[config.mk]
export PLATFORM = sky130hd
export DESIGN_NAME = axi_lite_master
export DESIGN_NICKNAME = d
export VERILOG_FILES = /design/src/rtl/axi_lite_master.sv
export SDC_FILE = /design/constraint.sdc
export NUM_CORES = 1
export LEC_CHECK = 0
export ABC_AREA = 1
export BUFFER_PORTS_ARGS = -buffer_cell sky130_fd_sc_hd__buf_2
export CELL_PAD_IN_SITES_DETAIL_PLACEMENT = 0
export CELL_PAD_IN_SITES_GLOBAL_PLACEMENT = 1
export CORE_UTILIZATION = 34
export CTS_CLUSTER_SIZE = 40
export DETAILED_ROUTE_END_ITERATION = 10
export PLACE_DENSITY = 0.87
export REMOVE_ABC_BUFFERS = 1
export SYNTH_ARGS = -nofsm -noshare
export SYNTH_HDL_FRONTEND = slang
export SYNTH_SLANG_ARGS = --single-unit
[constraint.sdc]
create_clock -name ACLK -period 2.4 [get_ports ACLK]
set_input_delay 0.36 -clock ACLK [delete_from_list [all_inputs] [get_ports ACLK]]
set_output_delay 0.36 -clock ACLK [all_outputs]
set_load 0.05 [all_outputs]
[src/rtl/axi_lite_master.sv]
// axi_lite_master: AXI4-Lite initiator with one outstanding transaction.
// A single-beat command is turned into an AW/W/B or AR/R exchange, and the
// result is returned on a valid/ready response port.
// Optional feature macro AXIM_TIMEOUT_EN adds a response watchdog of
// TIMEOUT_CYCLES cycles that ends a stuck transaction with resp 2'b11.
module axi_lite_master #(
    parameter int ADDR_W         = 32,
    parameter int TIMEOUT_CYCLES = 256
) (
    input  logic              ACLK,
    input  logic              ARESETn,
    input  logic              cmd_valid,
    output logic              cmd_ready,
    input  logic              cmd_write,
    input  logic [ADDR_W-1:0] cmd_addr,
    input  logic [31:0]       cmd_wdata,
    input  logic [3:0]        cmd_wstrb,
    output logic              rsp_valid,
    input  logic              rsp_ready,
    output logic              rsp_write,
    output logic [31:0]       rsp_rdata,
    output logic [1:0]        rsp_resp,
    output logic              rsp_timeout,
    output logic [ADDR_W-1:0] AWADDR,
    output logic              AWVALID,
    input  logic              AWREADY,
    output logic [31:0]       WDATA,
    output logic [3:0]        WSTRB,
    output logic              WVALID,
    input  logic              WREADY,
    input  logic [1:0]        BRESP,
    input  logic              BVALID,
    output logic              BREADY,
    output logic [ADDR_W-1:0] ARADDR,
    output logic              ARVALID,
    input  logic              ARREADY,
    input  logic [31:0]       RDATA,
    input  logic [1:0]        RRESP,
    input  logic              RVALID,
    output logic              RREADY
);

    typedef enum logic [1:0] {ST_IDLE, ST_WR, ST_RD, ST_RSP} state_e;

    state_e            state_q, state_d;
    logic [ADDR_W-1:0] addr_q, addr_d;
    logic [31:0]       wdata_q, wdata_d;
    logic [3:0]        wstrb_q, wstrb_d;
    logic              awvalid_q, awvalid_d, wvalid_q, wvalid_d, bready_q, bready_d;
    logic              arvalid_q, arvalid_d, rready_q, rready_d;
    logic              aw_done_q, aw_done_d, w_done_q, w_done_d, b_done_q, b_done_d;
    logic              ar_done_q, ar_done_d, r_done_q, r_done_d;
    logic              rsp_valid_q, rsp_valid_d, rsp_write_q, rsp_write_d;
    logic [31:0]       rsp_rdata_q, rsp_rdata_d;
    logic [1:0]        rsp_resp_q, rsp_resp_d;
    logic              aw_hs, w_hs, b_hs, ar_hs, r_hs;

`ifdef AXIM_TIMEOUT_EN
    localparam int CNT_W = $clog2(TIMEOUT_CYCLES);
    localparam logic [CNT_W-1:0] TMO_LAST = CNT_W'(TIMEOUT_CYCLES - 1);
    logic [CNT_W-1:0] tmo_q, tmo_d;
    logic             rsp_timeout_q, rsp_timeout_d;
`endif

    // A watchdog shorter than two cycles could fire before a zero-wait slave answers.
    if (TIMEOUT_CYCLES < 2) begin : g_bad_timeout
        $error("axi_lite_master: TIMEOUT_CYCLES must be >= 2");
    end

    // READY/VALID are only ever high in the state that owns them, so handshakes need no state qualifier.
    assign aw_hs = awvalid_q & AWREADY;
    assign w_hs  = wvalid_q  & WREADY;
    assign b_hs  = bready_q  & BVALID;
    assign ar_hs = arvalid_q & ARREADY;
    assign r_hs  = rready_q  & RVALID;

    // Next-state and registered-output computation for the transaction FSM.
    always_comb begin
        // NOTE: every target gets a default first so no path leaves it unassigned (no latches).
        state_d     = state_q;
        addr_d      = addr_q;
        wdata_d     = wdata_q;
        wstrb_d     = wstrb_q;
        awvalid_d   = awvalid_q;
        wvalid_d    = wvalid_q;
        bready_d    = bready_q;
        arvalid_d   = arvalid_q;
        rready_d    = rready_q;
        aw_done_d   = aw_done_q;
        w_done_d    = w_done_q;
        b_done_d    = b_done_q;
        ar_done_d   = ar_done_q;
        r_done_d    = r_done_q;
        rsp_valid_d = rsp_valid_q;
        rsp_write_d = rsp_write_q;
        rsp_rdata_d = rsp_rdata_q;
        rsp_resp_d  = rsp_resp_q;
`ifdef AXIM_TIMEOUT_EN
        tmo_d         = tmo_q;
        rsp_timeout_d = rsp_timeout_q;
`endif
        unique case (state_q)
            ST_IDLE: begin
                if (cmd_valid) begin
                    addr_d      = cmd_addr;
                    wdata_d     = cmd_wdata;
                    wstrb_d     = cmd_wstrb;
                    rsp_write_d = cmd_write;
                    rsp_rdata_d = '0;
                    rsp_resp_d  = '0;
                    aw_done_d   = 1'b0;
                    w_done_d    = 1'b0;
                    b_done_d    = 1'b0;
                    ar_done_d   = 1'b0;
                    r_done_d    = 1'b0;
`ifdef AXIM_TIMEOUT_EN
                    tmo_d         = '0;
                    rsp_timeout_d = 1'b0;
`endif
                    if (cmd_write) begin
                        state_d   = ST_WR;
                        awvalid_d = 1'b1;
                        wvalid_d  = 1'b1;
                        bready_d  = 1'b1;
                    end else begin
                        state_d   = ST_RD;
                        arvalid_d = 1'b1;
                        rready_d  = 1'b1;
                    end
                end
            end
            ST_WR: begin
                if (aw_hs) begin
                    awvalid_d = 1'b0;
                    aw_done_d = 1'b1;
                end
                if (w_hs) begin
                    wvalid_d = 1'b0;
                    w_done_d = 1'b1;
                end
                // Only the first B is kept; BRESP is parked directly in the response register.
                if (b_hs && !b_done_q) begin
                    b_done_d   = 1'b1;
                    rsp_resp_d = BRESP;
                end
                if (aw_done_d && w_done_d && b_done_d) begin
                    state_d     = ST_RSP;
                    bready_d    = 1'b0;
                    rsp_valid_d = 1'b1;
                end
            end
            ST_RD: begin
                if (ar_hs) begin
                    arvalid_d = 1'b0;
                    ar_done_d = 1'b1;
                end
                if (r_hs && !r_done_q) begin
                    r_done_d    = 1'b1;
                    rsp_rdata_d = RDATA;
                    rsp_resp_d  = RRESP;
                end
                if (ar_done_d && r_done_d) begin
                    state_d     = ST_RSP;
                    rready_d    = 1'b0;
                    rsp_valid_d = 1'b1;
                end
            end
            ST_RSP: begin
                if (rsp_ready) begin
                    rsp_valid_d = 1'b0;
                    state_d     = ST_IDLE;
                end
            end
            default: state_d = ST_IDLE;
        endcase
`ifdef AXIM_TIMEOUT_EN
        // Watchdog: a normal completion in the same cycle takes precedence.
        if ((state_q == ST_WR || state_q == ST_RD) && state_d != ST_RSP) begin
            tmo_d = tmo_q + 1'b1;
            if (tmo_q == TMO_LAST) begin
                state_d       = ST_RSP;
                awvalid_d     = 1'b0;
                wvalid_d      = 1'b0;
                bready_d      = 1'b0;
                arvalid_d     = 1'b0;
                rready_d      = 1'b0;
                rsp_valid_d   = 1'b1;
                rsp_rdata_d   = '0;
                rsp_resp_d    = 2'b11;
                rsp_timeout_d = 1'b1;
            end
        end
`endif
    end

    // State and output registers; reset abandons any transaction in flight.
    always_ff @(posedge ACLK or negedge ARESETn) begin
        // NOTE: sequential state uses non-blocking assignments so all registers update together.
        if (!ARESETn) begin
            state_q     <= ST_IDLE;
            addr_q      <= '0;
            wdata_q     <= '0;
            wstrb_q     <= '0;
            awvalid_q   <= 1'b0;
            wvalid_q    <= 1'b0;
            bready_q    <= 1'b0;
            arvalid_q   <= 1'b0;
            rready_q    <= 1'b0;
            aw_done_q   <= 1'b0;
            w_done_q    <= 1'b0;
            b_done_q    <= 1'b0;
            ar_done_q   <= 1'b0;
            r_done_q    <= 1'b0;
            rsp_valid_q <= 1'b0;
            rsp_write_q <= 1'b0;
            rsp_rdata_q <= '0;
            rsp_resp_q  <= '0;
`ifdef AXIM_TIMEOUT_EN
            tmo_q         <= '0;
            rsp_timeout_q <= 1'b0;
`endif
        end else begin
            state_q     <= state_d;
            addr_q      <= addr_d;
            wdata_q     <= wdata_d;
            wstrb_q     <= wstrb_d;
            awvalid_q   <= awvalid_d;
            wvalid_q    <= wvalid_d;
            bready_q    <= bready_d;
            arvalid_q   <= arvalid_d;
            rready_q    <= rready_d;
            aw_done_q   <= aw_done_d;
            w_done_q    <= w_done_d;
            b_done_q    <= b_done_d;
            ar_done_q   <= ar_done_d;
            r_done_q    <= r_done_d;
            rsp_valid_q <= rsp_valid_d;
            rsp_write_q <= rsp_write_d;
            rsp_rdata_q <= rsp_rdata_d;
            rsp_resp_q  <= rsp_resp_d;
`ifdef AXIM_TIMEOUT_EN
            tmo_q         <= tmo_d;
            rsp_timeout_q <= rsp_timeout_d;
`endif
        end
    end

    // cmd_ready is decoded straight from the state so it reads 1 while held in reset.
    assign cmd_ready = (state_q == ST_IDLE);
    assign AWADDR    = addr_q;
    assign ARADDR    = addr_q;
    assign AWVALID   = awvalid_q;
    assign WDATA     = wdata_q;
    assign WSTRB     = wstrb_q;
    assign WVALID    = wvalid_q;
    assign BREADY    = bready_q;
    assign ARVALID   = arvalid_q;
    assign RREADY    = rready_q;
    assign rsp_valid = rsp_valid_q;
    assign rsp_write = rsp_write_q;
    assign rsp_rdata = rsp_rdata_q;
    assign rsp_resp  = rsp_resp_q;
`ifdef AXIM_TIMEOUT_EN
    assign rsp_timeout = rsp_timeout_q;
`else
    assign rsp_timeout = 1'b0;
`endif

endmodule

[Yosys cells after proc, flatten, opt, wreduce, memory -nomap -nowiden]
Index checks and enable logic that the tools add are counted.
Word-level totals
  register bits: 116
  input bits: 114
  output and inout port bits: 143
  logic and storage cells: 108
Operators by class
  equality and inequality tests: 14
  mux-type cells: 47
  bitwise gates (word level): 5
  reduce and logical (&&, ||, !) cells: 24
Operator list (number)
  32-bit 2-to-1 mux: 2
  32-bit case mux with 2 select lines: 1
  4-bit AND reduction: 8
  1-bit 2-to-1 mux: 23
  2-bit != test (second input constant): 10
  1-bit case mux with 2 select lines: 10
  2-bit 2-to-1 mux: 8
  2-bit case mux with 4 select lines: 1
  2-bit case mux with 3 select lines: 1
  2-bit AND reduction: 3
  3-bit nonzero test: 2
  1-bit bitwise AND: 5
  1-bit logical AND: 5
  2-bit == test (second input constant): 2
  2-bit nonzero test: 2
  1-bit case mux with 3 select lines: 1
  3-bit AND reduction: 1
  2-bit by 1-bit == test with 1-bit output (second input constant): 1
  1-bit logical NOT: 2
  2-bit logical NOT: 1
  2-bit by 1-bit != test with 1-bit output (second input constant): 1

[Depth between registers and ports, before layout]
  depth after elaboration: 7
  gate-level depth with buffers: 9
  gate-level depth less buffers: 9

[Worst setup path before layout]
OpenSTA, ideal clock, no wires.
  path type: flip-flop to flip-flop
  start point: reg state_q[0]
  end point: reg rsp_rdata_q[10] (netlist: rsp_rdata[10])
  data arrival time: 1.763 ns
  setup slack: 0.514 ns
  cell stages (with the launch flop): 9
  buffers on the path: 1
  clock period less this slack: 1.886 ns
  cells stage by stage: dfrtp_1 > inv_1 > ha_1 > nor2_2 > nor2_4 > inv_2 > buf_6 > o21ai_0 > nand2_1
Between the ends
  longest elaborated chain between the ends: 3
  elaborated cells on any way between the ends: 7
  classes of those cells: 3 x eq/ne; 1 x mux; 3 x reduce/logical
RTL lines
  start: declaration: RTL line 45  | state_e state_q, state_d;
  start signal: assignment: RTL line 223  | state_q <= state_d;
  2-bit logical NOT (*)
  via cmd_ready: RTL line 13  | output logic cmd_ready,
  2-bit != test (no source line) / 2-bit nonzero test (equally long branches)
  3-bit AND reduction (no source line)
  end signal: assignment: RTL line 239  | rsp_rdata_q <= rsp_rdata_d;
  end: declaration: RTL line 54  | logic [31:0] rsp_rdata_q, rsp_rdata_d;
The timed path passes the listed nets; every way through them passes the cells marked *.
A chain may end at the register's enable or synchronous reset.

[Worst setup path after layout]
  start point: reg state_q[0]
  end point: out cmd_ready
Between the ends
  longest elaborated chain between the ends: 1
RTL lines
  2-bit logical NOT: RTL line 249  | assign cmd_ready = (state_q == ST_IDLE);
  end: declaration: RTL line 13
No other way between the ends.

==> flow_summary.rst <==
.. list-table::
   :header-rows: 1

   * - Metric
     - Value
   * - Floorplan die area
     - approximately 15000 µm²
   * - Post-CTS sizing
     - 0
   * - Max-capacitance violation count
     - 0
   * - Clock-pin slew on the worst setup and hold paths
     - 0.05 ns
   * - Critical Path AT
     - roughly 1.6 ns
   * - Worst-case reg-to-reg path depth
     - 8
   * - Number of instances in the synthesized netlist
     - 579
   * - Number of flip-flops and latches in the synthesized netlist
     - 116
   * - Required @ worst endpoint
     - 2.04 ns
   * - Peak fanout along the critical path
     - 8
   * - Setup violators final
     - 0
   * - Num CTS Buffers
     - 17
   * - Kind of launch point of the worst setup path
     - flip-flop
   * - Fraction of synthesis flops using an asynchronous set or reset pin
     - 100%
   * - Half-perimeter wire length of the detailed placement result
     - 8.96 mm
   * - Period utilization
     - between 80% and 90%
   * - Number of antenna-violating nets in the routed design
     - 0
   * - Die W
     - 123 µm
   * - Number of diodes added for antenna fixing
     - 0
   * - Ys flop type
     - dfrtp_1
   * - Layout cells sized above 1
     - 37.2%
   * - Starting utilization of the core area
     - 35.5%
   * - Adder-Cell Fraction of Synth Area
     - 1.00%
   * - Number of H-tree branching levels
     - 4
   * - Antenna violations before repair
     - 1
   * - Detailed router's first-iteration violation count
     - 195
   * - Global-route wire length before repair
     - 20.8 mm
   * - Type of the most critical hold path
     - in2async
   * - Status
     - finished, final reports clean
   * - CP Class
     - reg2out
   * - Quantity of I/O buffers inserted on ports
     - 255
   * - Share of synthesized cell area in and, or, nand and nor gates
     - a little over a quarter
   * - CTS tree
     - built
   * - Number of slew-limit violations in the final report
     - 0
   * - Number of placed instances, taps included
     - 961
   * - CTS sink cnt
     - approximately 120
   * - Top post-synthesis cells by area
     - dfrtp_1 58%, nand2_1 21%, buf_4 5.1%
   * - Worst reg2reg path endpoint
     - rsp_rdata[13]
   * - Largest net degree at the start of global routing
     - approximately 120
   * - First-pass iteration count of the detailed router
     - 4
   * - Area grow syn2layout
     - 35.3%
   * - Buffer type at the clock tree root
     - clkbuf_16
   * - Synth top area share
     - 58.0%
   * - Drt total wl
     - approximately 13 mm
   * - Launch point of the critical path
     - state_q[0]
   * - Most frequent cell after synthesis
     - nand2_1
   * - # IOs
     - 257
   * - Via count of the first global-routing pass
     - 4246
   * - Xor and xnor fraction of the mapped netlist area
     - 0%
   * - Setup slack, reg-to-reg
     - between 0.5 and 0.6 ns
   * - Maximum buffer depth of the clock tree
     - 2
   * - Wire length per cell after detailed routing
     - approximately 13 µm
   * - Count of unresolved DRC violations after routing
     - 0
   * - Weighted congestion reported at the end of routability-driven placement
     - 0.799
   * - Cell area after technology mapping
     - 5000 µm²
   * - Final #Nets
     - 918
   * - Number of standard cells in the final layout excluding fillers
     - 989
   * - Start of the worst register-to-register path
     - state_q[0]
   * - Core box area
     - 14100 µm²
   * - Average cell area after synthesis
     - between 8 and 9 µm²
   * - Number of library cell types mapped by synthesis
     - 24
   * - Combinational family with the most area after synthesis
     - simple AND/OR/NAND/NOR gates
   * - Total number of vias
     - ~4400
   * - Fraction of the mapped netlist area in compound gates
     - ~5.2%
   * - Final hold violation count
     - 0
   * - Via density per instance
     - around 4.5
   * - Number of buffers added for setup after CTS
     - 0
   * - Clock latency on the worst-skew pair
     - 0.40 ns
   * - Number of buffers added to fix hold violations after cts
     - 0
   * - Number of flops mapped to enable cells by yosys
     - 0
   * - GRT Residual Overflow
     - 0
   * - Mux contribution to synthesized area
     - 0%
   * - Warning count from the yosys run
     - 0
   * - Clock period minus final worst setup slack
     - roughly 2.0 ns
   * - Library cell with the largest summed area after synthesis
     - dfrtp_1
   * - Max Clock Freq
     - 511 MHz
   * - Number of rows created at floorplan
     - 43
   * - Measured slew at the worst slew-check pin
     - 0.624 ns
   * - Normalized max-slew margin
     - between 50% and 60%
   * - Endpoint class of the critical path
     - primary output
   * - Sequential element share of the synthesized area
     - just under 60%
   * - Vertical extent of the die
     - 123 µm
   * - Most frequent cells after synthesis
     - 282 x nand2_1, 116 x dfrtp_1, 38 x nand3_1, 34 x buf_4, 34 x o21ai_0
   * - Unrepaired setup endpoints after global routing
     - false
   * - Worst-case clock skew
     - 0.00554 ns
   * - GRT Overall Usage
     - about 18%
[worst max-delay path: stages, from the launching register on]
cell	delay (ns)
dfrtp_1	0.41
inv_1	0.09
ha_1	0.35
buf_2	0.34
[worst max path at each step]
stage	depth (start not counted)	slack (ns)	endpoint
3_5_place_dp	8	0.55	rsp_rdata[13]
5_1_grt	8	0.31	rsp_rdata[16]
3_3_place_gp	8	0.60	rsp_rdata[17]
4_1_cts	3	0.42	cmd_ready
2_1_floorplan	9	-0.80	BREADY
6_report	3	0.44	cmd_ready
[stage by stage]
| stage | setup slack (ns) | area, µm² | util, % | hold WS [ns] | setup TNS [ns] |
|---|---|---|---|---|---|
| global placement | 0.595 | 6190 | 43.9 | 0.458 | 0 |
| CTS | 0.423 | 6760 | 48.0 | 0.0686 | 0 |
| finish | 0.441 | 6760 | 48.0 | 0.0415 | 0 |
| detailed placement | 0.548 | 6190 | 43.9 | 0.459 | 0 |
| floorplan | -0.802 | 4610 | - | 0.0644 | -35.93 |
| global route | 0.308 | 6760 | 48.0 | 0.0952 | 0 |
[layout make-up]
type,count,area (µm²)
Fill cell,1423,7330
Inverter,16,60.1
Multi-Input combinational cell,387,1650
Clock buffer,23,498
Clock inverter,5,75.1
Timing Repair Buffer,262,1360
Tap cell,180,225
Sequential cell,116,2900
[layer usage]
metal | up-vias | routed length (µm) | global-route usage, %
met5 | - | 0 | 0
met4 | 0 | 208 | 7.91
met3 | 18 | 1380 | 7.84
met2 | 188 | 5960 | 27.3
met1 | 2018 | 5610 | 22.2
li1 | 2222 | - | -
[state kept, by name, indices dropped and copies added (netlist names), 2 cells and up]
name,flops
ARADDR,32
WDATA,32
WSTRB,4
rsp_rdata,32
rsp_resp,2
state_q,2
[cell families (layout without fill, tap and decap cells)]
logic type      count (synthesis)  in the layout
buf+inv                        76            306
simple gates                  333            333
flops                         116            116
other cells                     1              1
compound gates                 49             49
fa+ha+maj                       4              4
[layout by cell type, fill, tap and decap left out, types with 3 or more instances in the layout]
| cell | count |
|---|---|
| nand3_1 | 38 |
| clkinv_2 | 3 |
| nor2_2 | 4 |
| ha_1 | 4 |
| buf_2 | 254 |
| nand4_1 | 3 |
| inv_1 | 13 |
| clkbuf_8 | 5 |
| buf_4 | 6 |
| inv_2 | 3 |
| dfrtp_1 | 116 |
| o21ai_0 | 34 |
| nand2_1 | 282 |
| clkbuf_16 | 17 |
| o21ai_1 | 10 |
Power is left out: the tool's default activity adds up to more than one toggle a clock period on the data nets, which glitch-free logic cannot reach.
